**src/rtl/im_loader_pkg.sv**
```systemverilog
// im_loader_pkg: loader FSM state encodings and stream framing constants
package im_loader_pkg;
  localparam logic [2:0] S_IDLE   = 3'd0;
  localparam logic [2:0] S_LEN_HI = 3'd1;
  localparam logic [2:0] S_LEN_LO = 3'd2;
  localparam logic [2:0] S_DATA   = 3'd3;
  localparam logic [2:0] S_WRITE  = 3'd4;
  localparam logic [2:0] S_CHK    = 3'd5;
  localparam logic [2:0] S_DONE   = 3'd6;
  localparam int HDR_LEN = 2;
endpackage

```
**src/rtl/im_loader_if.sv**
```systemverilog
// im_loader_if: byte receive handshake plus instruction-memory write port
interface im_loader_if #(parameter int ADDR_W = 16);
  logic [7:0] rx_data;
  logic rx_valid;
  logic rx_ready;
  logic wr_en;
  logic [ADDR_W-1:0] wr_addr;
  logic [31:0] wr_data;
  modport master(input rx_data, rx_valid, output rx_ready, wr_en, wr_addr, wr_data);
  modport slave(output rx_data, rx_valid, input rx_ready, wr_en, wr_addr, wr_data);
endinterface

```
**src/rtl/im_loader_word_asm.sv**
```systemverilog
// im_loader_word_asm: shifts bytes MSB-first into a word, flags the 4th byte
module im_loader_word_asm (
  input  logic clk,
  input  logic rst_f,
  input  logic clr,
  input  logic en,
  input  logic [7:0] din,
  output logic [31:0] word,
  output logic last
);
  logic [1:0] cnt;
  assign last = en && cnt == 2'd3;
  always_ff @(posedge clk or posedge rst_f)
    if (rst_f) begin
      word <= '0;
      cnt <= '0;
    end else if (clr) cnt <= '0;
    else if (en) begin
      word <= {word[23:0], din};
      cnt <= cnt + 2'd1;
    end
endmodule

```
**src/rtl/im_loader.sv**
```systemverilog
// im_loader: streams a length-prefixed byte image into instruction memory.
// Optional trailing XOR checksum byte enabled by IM_LOADER_CHECKSUM_EN.
module im_loader
  import im_loader_pkg::*;
#(
  parameter int ADDR_W = 16,
  parameter int DEPTH = 65536
) (
  input  logic clk,
  input  logic rst_f,
  input  logic start,
  im_loader_if.master bus,
  output logic cpu_rst_f,
  output logic busy,
  output logic done,
  output logic err,
  output logic [ADDR_W:0] word_cnt
);
  logic [2:0] state;
  logic [7:0] len_hi;
  logic [15:0] len;
  logic [15:0] n_rx;
  logic acc, last, in_chk;
`ifdef IM_LOADER_CHECKSUM_EN
  localparam logic [2:0] S_END = S_CHK;
  logic [7:0] csum;
  assign in_chk = state == S_CHK;
  always_ff @(posedge clk or posedge rst_f)
    if (rst_f) csum <= '0;
    else if (state == S_IDLE) csum <= '0;
    else if (acc && !in_chk) csum <= csum ^ bus.rx_data;
`else
  localparam logic [2:0] S_END = S_DONE;
  assign in_chk = 1'b0;
`endif
  assign n_rx = {len_hi, bus.rx_data};
  assign acc = bus.rx_valid && bus.rx_ready;
  assign busy = state != S_IDLE;
  assign done = state == S_DONE;
  assign bus.wr_en = state == S_WRITE;
  assign bus.rx_ready = state == S_LEN_HI || state == S_LEN_LO || state == S_DATA || in_chk;
  im_loader_word_asm word_asm (
    .clk(clk),
    .rst_f(rst_f),
    .clr(state == S_IDLE),
    .en(acc && state == S_DATA),
    .din(bus.rx_data),
    .word(bus.wr_data),
    .last(last)
  );
  always_ff @(posedge clk or posedge rst_f)
    if (rst_f) begin
      state <= S_IDLE;
      len_hi <= '0;
      len <= '0;
      bus.wr_addr <= '0;
      word_cnt <= '0;
      err <= 1'b0;
      cpu_rst_f <= 1'b0;
    end else case (state)
      S_IDLE: if (start) begin
        state <= S_LEN_HI;
        bus.wr_addr <= '0;
        word_cnt <= '0;
        err <= 1'b0;
        cpu_rst_f <= 1'b0;
      end
      S_LEN_HI: if (acc) begin
        len_hi <= bus.rx_data;
        state <= S_LEN_LO;
      end
      S_LEN_LO: if (acc) begin
        len <= n_rx;
        err <= 32'(n_rx) > DEPTH;
        state <= 32'(n_rx) > DEPTH ? S_IDLE : n_rx == 16'd0 ? S_END : S_DATA;
      end
      S_DATA: if (last) state <= S_WRITE;
      S_WRITE: begin
        bus.wr_addr <= bus.wr_addr + ADDR_W'(1);
        word_cnt <= word_cnt + (ADDR_W+1)'(1);
        state <= 32'(word_cnt) + 1 < 32'(len) ? S_DATA : S_END;
      end
`ifdef IM_LOADER_CHECKSUM_EN
      S_CHK: if (acc) begin
        err <= bus.rx_data != csum;
        state <= bus.rx_data == csum ? S_DONE : S_IDLE;
      end
`endif
      S_DONE: begin
        cpu_rst_f <= 1'b1;
        state <= S_IDLE;
      end
      default: state <= S_IDLE;
    endcase
endmodule

```
**src/flat_wrapper.sv**
```systemverilog
// flat-port wrapper written by rule: the top's interface ports become plain ports
module im_loader_flat import im_loader_pkg::*;
#(
  parameter int ADDR_W = 16,
  parameter int DEPTH = 65536
)
  (clk, rst_f, start, cpu_rst_f, busy, done, err, word_cnt, bus_rx_data, bus_rx_valid, bus_rx_ready, bus_wr_en, bus_wr_addr, bus_wr_data);
  im_loader_if #(.ADDR_W(ADDR_W)) bus_i ();
  input  logic clk;
  input  logic rst_f;
  input  logic start;
  output logic cpu_rst_f;
  output logic busy;
  output logic done;
  output logic err;
  output logic [ADDR_W:0] word_cnt;
  input wire logic [$bits(bus_i.rx_data)-1:0] bus_rx_data;
  input wire logic [$bits(bus_i.rx_valid)-1:0] bus_rx_valid;
  output wire logic [$bits(bus_i.rx_ready)-1:0] bus_rx_ready;
  output wire logic [$bits(bus_i.wr_en)-1:0] bus_wr_en;
  output wire logic [$bits(bus_i.wr_addr)-1:0] bus_wr_addr;
  output wire logic [$bits(bus_i.wr_data)-1:0] bus_wr_data;
  assign bus_i.rx_data = bus_rx_data;
  assign bus_i.rx_valid = bus_rx_valid;
  assign bus_rx_ready = bus_i.rx_ready;
  assign bus_wr_en = bus_i.wr_en;
  assign bus_wr_addr = bus_i.wr_addr;
  assign bus_wr_data = bus_i.wr_data;
  im_loader #(.ADDR_W(ADDR_W), .DEPTH(DEPTH)) u_core (.clk(clk), .rst_f(rst_f), .start(start), .bus(bus_i), .cpu_rst_f(cpu_rst_f), .busy(busy), .done(done), .err(err), .word_cnt(word_cnt));
endmodule
```
**config.mk**
```make
export PLATFORM = sky130hd
export DESIGN_NAME = im_loader_flat
export DESIGN_NICKNAME = d
export VERILOG_FILES = /design/src/rtl/im_loader_pkg.sv /design/src/rtl/im_loader_if.sv /design/src/rtl/im_loader_word_asm.sv /design/src/rtl/im_loader.sv /design/src/flat_wrapper.sv
export SDC_FILE = /design/constraint.sdc
export NUM_CORES = 1
export LEC_CHECK = 0
export BUFFER_PORTS_ARGS = -buffer_cell sky130_fd_sc_hd__buf_2
export CAP_MARGIN = 0
export CORE_ASPECT_RATIO = 0.8
export CORE_UTILIZATION = 41
export CTS_CLUSTER_DIAMETER = 60
export DETAILED_ROUTE_END_ITERATION = 8
export GPL_TIMING_DRIVEN = 0
export SLEW_MARGIN = 20
export SYNTH_ARGS = -nofsm -noshare
export SYNTH_HDL_FRONTEND = slang
export SYNTH_SLANG_ARGS = --single-unit
```
**constraint.sdc**
```tcl
create_clock -name clk -period 2.5 [get_ports clk]
set_input_delay 0.25 -clock clk [delete_from_list [all_inputs] [get_ports clk]]
set_output_delay 0.25 -clock clk [all_outputs]
set_load 0.1 [all_outputs]
```
==> results of run 1 <==
## worst register-to-register path: cells and delay by family (launching register included)
kind                       cells  cell delay [ns]
adders and majority gates      2             0.41
DFF                            1             0.40
buffers and inverters          1             0.16
and+or+nand+nor                5             1.16
AOI/OAI and AO/OA              2             0.31
xor gates and xnor gates       1             0.17
## registers in the layout, indices dropped and copies added, names as in the netlist
name / count
u_core.bus.wr_addr: 16
u_core.word_asm.word: 32
u_core.word_cnt: 17
u_core.state: 3
u_core.word_asm.cnt: 2
u_core.len_hi: 8
u_core.len: 16
u_core.cpu_rst_f: 1
## cell usage in the layout (no fill, tap or decap), types with 2 or more instances in the layout
master      count
dfrtp_2        13
mux2i_1         3
clkinv_4        2
mux2_2         42
buf_6           3
nand2b_1        3
a21o_1          5
clkbuf_16       9
and3_1          3
a21oi_1        12
clkbuf_1        5
nand2_1        62
nor2_4          2
nand4_1         9
nor4_2          2
nor2_1         21
ha_1           16
buf_4          15
buf_12          2
o31ai_1         4
and4_1          2
nor2_2          3
nor4_1          5
clkinvlp_4      3
o21ai_1         2
o21ai_0        43
inv_1          21
dfrtp_1        82
nor3_1          3
xor2_2          2
xnor2_1         8
buf_2          91
xor2_1          5
nand3_1        21
ha_4            2
## what timing repair did
action | in CTS | in global routing
gates resized for setup | 10 | 10
endpoints found under the setup margin | 3 | 3
pin swaps | 6 | 3
buffers inserted | 13 | 2
endpoints found under the hold margin | 20 | 0
hold buffers | 1 | 0
## logic make-up (layout without fill, tap and decap cells)
family          Yosys count  in the layout  share of synthesized area
simple gates            148            148                      0.161
flops                    95             95                      0.517
mux                      45             45                      0.109
fa+ha+maj                18             18                     0.0490
compound gates           76             76                     0.0944
other cells               1              1                   0.000815
xor+xnor                 16             16                     0.0305
buf+inv                  40            156                     0.0384
## worst paths after layout
path,from,end,cells after the start,slack [ns]
max reg2reg,u_core.word_cnt[1],u_core.state[0],11,-0.22
min in group asynchronous,rst_f,u_core.word_asm.word[12],3,0.50
max,u_core.word_cnt[1],u_core.state[0],11,-0.22
min reg2reg,u_core.cpu_rst_f,u_core.cpu_rst_f,1,0.48
max in group asynchronous,rst_f,u_core.word_cnt[5],5,1.31
min,bus_rx_data[7],u_core.len[7],3,0.19
## layout make-up
| cell class | instances | area, um2 |
|---|---|---|
| well taps | 144 | 180 |
| multi-input cells | 304 | 2150 |
| inverters | 22 | 86.3 |
| repair buffers | 100 | 606 |
| clock buffers | 10 | 229 |
| clock inverters | 6 | 46.3 |
| fillers | 1015 | 5100 |
| plain buffers | 18 | 96.3 |
| flip-flops and latches | 95 | 2390 |
## stage by stage
step	cells	setup TNS [ns]	utilization	setup slack, ns	hold WS [ns]
CTS	697	-0.374	0.525	-0.209	0.182
global route	699	-0.609	0.531	-0.306	0.194
finish	699	-0.406	0.531	-0.216	0.190
detailed placement	667	-0.940	0.485	-0.496	0.320
global placement	664	-0.685	0.479	-0.372	0.458
floorplan	439	-0.788	-	-0.418	0.367
## power by group through the flow
stage	Sequential [uW]	Combinational [uW]	Clock, uW
final	2370	4390	1280
after global routing	2430	4650	1380
after CTS	2370	4400	1310
after detailed placement	2410	4350	0
after global placement	2380	4260	0
after floorplan	4460	1490	0
## metal layers
| metal | vias up | track usage |
|---|---|---|
| met5 | - | 0 |
| met4 | 0 | 0.0598 |
| met3 | 14 | 0.0413 |
| met2 | 99 | 0.315 |
| met1 | 1825 | 0.291 |
| li1 | 1763 | - |
==> out/qor.yml, run 1 <==
cts.clk_slew.worst_paths_ns: 0.07
final_setup_violation_count: 2
max_cap_viols: 0
worstSkewPairLatency_ns: 0.34
number_of_cts_inserted_buffers: 9
dpl-instance-area_um2: 5290
areaGrowthSynthToFinish_pct: 25.8
routed_wire_length_um: 11100
synth_commonest_cells: "dfrtp_1, nand2_1, o21ai_0"
power_switching_uw: 4320
vias_in_the_first_global_route: 3631
sw_frac_of_total: 0.537
worst_setup_path_start_kind: "flop"
mappedNetlistArea_um2: 4600
diodes: 0
mapped_cells: 439
yosysMostFrequentCell: "dfrtp_1"
grt_max_degree: 32
achievable-frequency_mhz: 368
worst-path-buf-inv: 1
hold_path_class: "primary input to flop"
intPower_uw: 3720
rsz0062_at_grt: "true"
grt.total_usage: 0.204
cell_area_after_layout_um2: 5790
setup_slack_ns: -0.216
initial_utilization: 0.422
maxUsedRoutingLayer: "met4"
finalPower_uw: 8040
critPathKind: "flop to flop"
p_comb_frac: 0.546
final_layout_size_suffix_gt1_frac: 0.368
cts_tree: "built"
async_flop_share: 1.00
met2_wirelength_um: 5160
clock_tree.root_cell: "clkbuf_16"
place_congestion: 0.802
yosysWarnings: 0
critical_path_required_ns: 2.74
avgViaCountPerCell: 5.29
wl_met3_um: 589
final_antenna_net_count: 0
floorplan.core_area_um2: 10900
power-per-cell-area_nw_per_um2: 1390
maxSlewViolCount: 0
slew_headroom: 0.431
clock_tree.htree_level_count: 3
worst_setup_path_end_kind: "flop"
cellLeakagePower_uw: 0.00282
design.die.area_um2: 11600
m1WireLength_um: 5180
ctsLongestPathBuffers: 2
drt_pass1_iterations: 4
critical-path-top-delay-family: "simple AND/OR/NAND/NOR gates"
route.vias.total: 3701
drt_iter0_drc: 270
routedWlPerCell_um: 15.9
ys_seq_elements: 95
violated_checks: "setup timing"
post-synth-top-area-cell: "dfrtp_1"
most_used_flip_flop_cell_after_synthesis: "dfrtp_1"
floorplan.die.height_um: 96.7
nets: 580
io_buffer_count: 81
dp_hpwl_um: 7990
grt_antenna_before_repair: 0
ys_top_cells_by_area: "dfrtp_1, mux2_2, nand2_1"
run_status: "finished, violations left"
critPathMaxFanout: 4
synth-seq-area-share: 0.517
first_pass_grt_wire_length_um: 18500
yosys.area.top_type_share: 0.517
clock_power_share: 0.159
sequentialPowerShare: 0.294
timing.critical_path.slowest_stage_cell: "or4_4"
placementRows: 34
skew_ns: 0.00680
synth_fp_nets: 469
avgSynthCellArea_um2: 10.5
period_minus_slack_ns: 2.72
finalCritPeriodShare: 1.09
chipWidth_um: 120
num_io_pins: 83
cp.arrival_ns: 2.95
cts.sink_count: 95
drc_errors: 0
max_slew.worst_pin.slew_ns: 0.846
grt_overflow: 0
hold_viol: 0
synth_cell_type_count: 47
peakVddDrop_v: 0.00130
slowest_stage_delay_on_critical_path_ns: 0.45
synth-edff-count: 0
crit_path_cell_trace: "ha_4, nand4_1, buf_6, or4_4, xnor2_4, ha_4, nand4_1, nor4_2, o21ai_1, and4_4, a21o_1"
No activity file was read; power rests on OpenSTA's default activity.
==> run 2, diff against run 1 <==
- ABC_AREA: unset -> 1
- CORE_MARGIN: unset -> 3
- SETUP_SLACK_MARGIN: unset -> 0.1
==> run 2 against run 1 <==
The run now ends clean. Non-clock buffer count fell by 1. Sequential cell count did not move. First-iteration DRC count is 10% lower. Global-route usage down 1.3 points. Die area increased by 15%. Critical path type unchanged. Largest power group unchanged. Highest routed layer unchanged.
==> out/qor.yml, run 2 <==
cp.arrival_ns: 2.67
synth-seq-area-share: 0.480
cellLeakagePower_uw: 0.00320
yosys.area.top_type_share: 0.480
crit_path_cell_trace: "ha_4, nand2_4, nor2_4, nand2_4, inv_2, nand4_1, xor2_2, ha_1, nand2_2, nor2_1, nor2_1, nand3_1, nor2_4, nand3_2, nand2_1, nand2_1, nand2_1"
routedWlPerCell_um: 14.6
nets: 714
finalCritPeriodShare: 0.953
biggestRegsByFlops: "u_core.word_asm.word (32), u_core.word_cnt (17)"
clock_tree.root_cell: "clkbuf_16"
final_cell_mix: "nand2_1, buf_2, dfrtp_1, inv_1, o21ai_0"
cts.sink_count: 95
critPathKind: "flop to flop"
cts_tree: "built"
chipWidth_um: 129
drt_pass1_iterations: 4
synth_commonest_cells: "nand2_1, dfrtp_1, inv_1"
ctsLongestPathBuffers: 2
grt_max_degree: 34
timing.critical_path.slowest_stage_cell: "dfrtp_2"
num_io_pins: 83
drc_errors: 0
grt_overflow: 0
most_used_flip_flop_cell_after_synthesis: "dfrtp_1"
most_common_cell_on_crit_path: "nand2_1"
clock_tree.htree_level_count: 3
design.die.area_um2: 13400
skew_ns: 0.00554
run_status: "finished clean"
synth_cell_type_count: 42
diodes: 0
first_pass_grt_wire_length_um: 20600
route.vias.total: 4144
avgViaCountPerCell: 4.96
power-per-cell-area_nw_per_um2: 1290
worst_setup_path_end_kind: "flop"
final_layout_size_suffix_gt1_frac: 0.308
dp_hpwl_um: 9090
max_cap_viols: 0
async_flop_share: 1.00
final_setup_violation_count: 0
slowest_stage_delay_on_critical_path_ns: 0.42
initial_utilization: 0.425
worstSkewPairLatency_ns: 0.34
grt_antenna_before_repair: 0
floorplan.die.height_um: 104
layout.cells.most_common: "nand2_1"
yosysWarnings: 0
ys_seq_elements: 95
worst_setup_path_start_kind: "flop"
placementRows: 35
routed_wire_length_um: 12200
floorplan.core_area_um2: 11600
cts.clk_slew.worst_paths_ns: 0.07
slew_headroom: 0.672
hold_viol: 0
flip_flop_count_of_the_largest_register_all_copies_and_words_added: 32
avgSynthCellArea_um2: 8.65
place_congestion: 0.823
rsz0062_at_grt: "true"
achievable-frequency_mhz: 420
number_of_cts_inserted_buffers: 9
drt_iter0_drc: 243
maxSlewViolCount: 0
synth-edff-count: 0
grt.total_usage: 0.191
max_slew.worst_pin.slew_ns: 0.488
vias_in_the_first_global_route: 4078
final_antenna_net_count: 0
period_minus_slack_ns: 2.38
io_buffer_count: 81
synth_fp_nets: 602
postLayoutCoreUtil: 0.526
critPathMaxFanout: 4
post-synth-top-area-cell: "dfrtp_1"
final.hold.worst_slack_ns: 0.215
mappedNetlistArea_um2: 4950
peakVddDrop_v: 0.00104
critical_path_required_ns: 2.79
mapped_cells: 572
areaGrowthSynthToFinish_pct: 23.7
ys_top_cells_by_area: "dfrtp_1, nand2_1, inv_1"
hold_path_class: "primary input to flop"
yosysMostFrequentCell: "nand2_1"
top_register: "u_core.word_asm.word"
-- run 2: cell count changes after synthesis, moves of 7 or more --
cell,before,now
nand2_1,62,153
inv_1,22,77
mux2_2,42,0
o21ai_2,0,23
buf_2,12,3
xnor2_1,9,0
nor2_1,25,32
nor2_2,0,7
-- run 2: path summary, 6_finish.rpt --
check                      cells after the start                  endpoint                startpoint  slack (ns)
max reg2reg                                   17           u_core.state[0]        u_core.word_cnt[1]        0.12
max                                           17           u_core.state[0]        u_core.word_cnt[1]        0.12
min reg2reg                                    2  u_core.word_asm.word[25]  u_core.word_asm.word[25]        0.47
min                                            3   u_core.word_asm.word[3]            bus_rx_data[3]        0.22
min in group asynchronous                      3            u_core.len[14]                     rst_f        0.41
max in group asynchronous                      6        u_core.word_cnt[0]                     rst_f        1.19
-- run 2: kinds of logic (layout without fill, tap and decap cells) --
kind of cell / Yosys count / in the layout / share of synthesized area
adder cells (fa/ha/maj): 18 / 18 / 0.0455
buffers and inverters: 102 / 218 / 0.0946
AO/OA/AOI/OAI: 105 / 105 / 0.137
other: 1 / 1 / 0.000758
XOR/XNOR: 13 / 13 / 0.0230
flip-flops: 95 / 95 / 0.480
AND/OR/NAND/NOR: 238 / 238 / 0.218
-- run 2: worst max-delay path: cells and delay by family, from the launching register on --
kind | cells | cell delay, ns
xor+xnor | 1 | 0.23
fa+ha+maj | 2 | 0.48
buf+inv | 1 | 0.06
flops | 1 | 0.42
simple gates | 13 | 1.13
-- run 2: stage by stage --
stage / cell area, um2 / setup WS, ns / instances / TNS [ns] / power (uW)
floorplan: 4980 / 0.0195 / 572 / 0 / 5750
global placement: 5570 / 0.0190 / 801 / 0 / 6440
detailed placement: 5630 / -0.00987 / 804 / -0.00987 / 6530
CTS: 6020 / 0.0989 / 828 / 0 / 7950
global route: 6120 / -0.109 / 836 / -0.150 / 8370
finish: 6120 / 0.118 / 836 / 0 / 7910
-- run 2: repair_timing --
| action | 4_1_cts | 5_1_grt |
|---|---|---|
| cloned | 0 | 0 |
| hold buffers | 1 | 0 |
| gates resized for setup | 6 | 11 |
| buffers inserted | 8 | 8 |
| hold endpoints to repair | 10 | 0 |
| pin swaps | 14 | 21 |
| endpoints found under the setup margin | 2 | 3 |
-- run 2: layout make-up --
| class | count | area (um2) |
|---|---|---|
| fillers | 1100 | 5530 |
| flip-flops and latches | 95 | 2390 |
| multi-input cells | 375 | 2190 |
| repair buffers | 101 | 598 |
| inverters | 86 | 337 |
| clock buffers | 9 | 225 |
| well taps | 148 | 185 |
| plain buffers | 16 | 135 |
| clock inverters | 6 | 61.3 |
-- run 2: metal layers --
layer | track usage | wire length, um | vias to the layer above
li1 | - | - | 2042
met1 | 0.276 | 5930 | 2019
met2 | 0.291 | 5690 | 71
met3 | 0.0400 | 466 | 12
met4 | 0.0547 | 146 | 0
met5 | 0 | 0 | -
-- run 2: where the power goes --
| group | switching [uW] | internal (uW) | leakage (uW) |
|---|---|---|---|
| clock | 605 | 768 | 0.000141 |
| sequential | 334 | 2020 | 0.00122 |
| combinational | 3350 | 827 | 0.00183 |
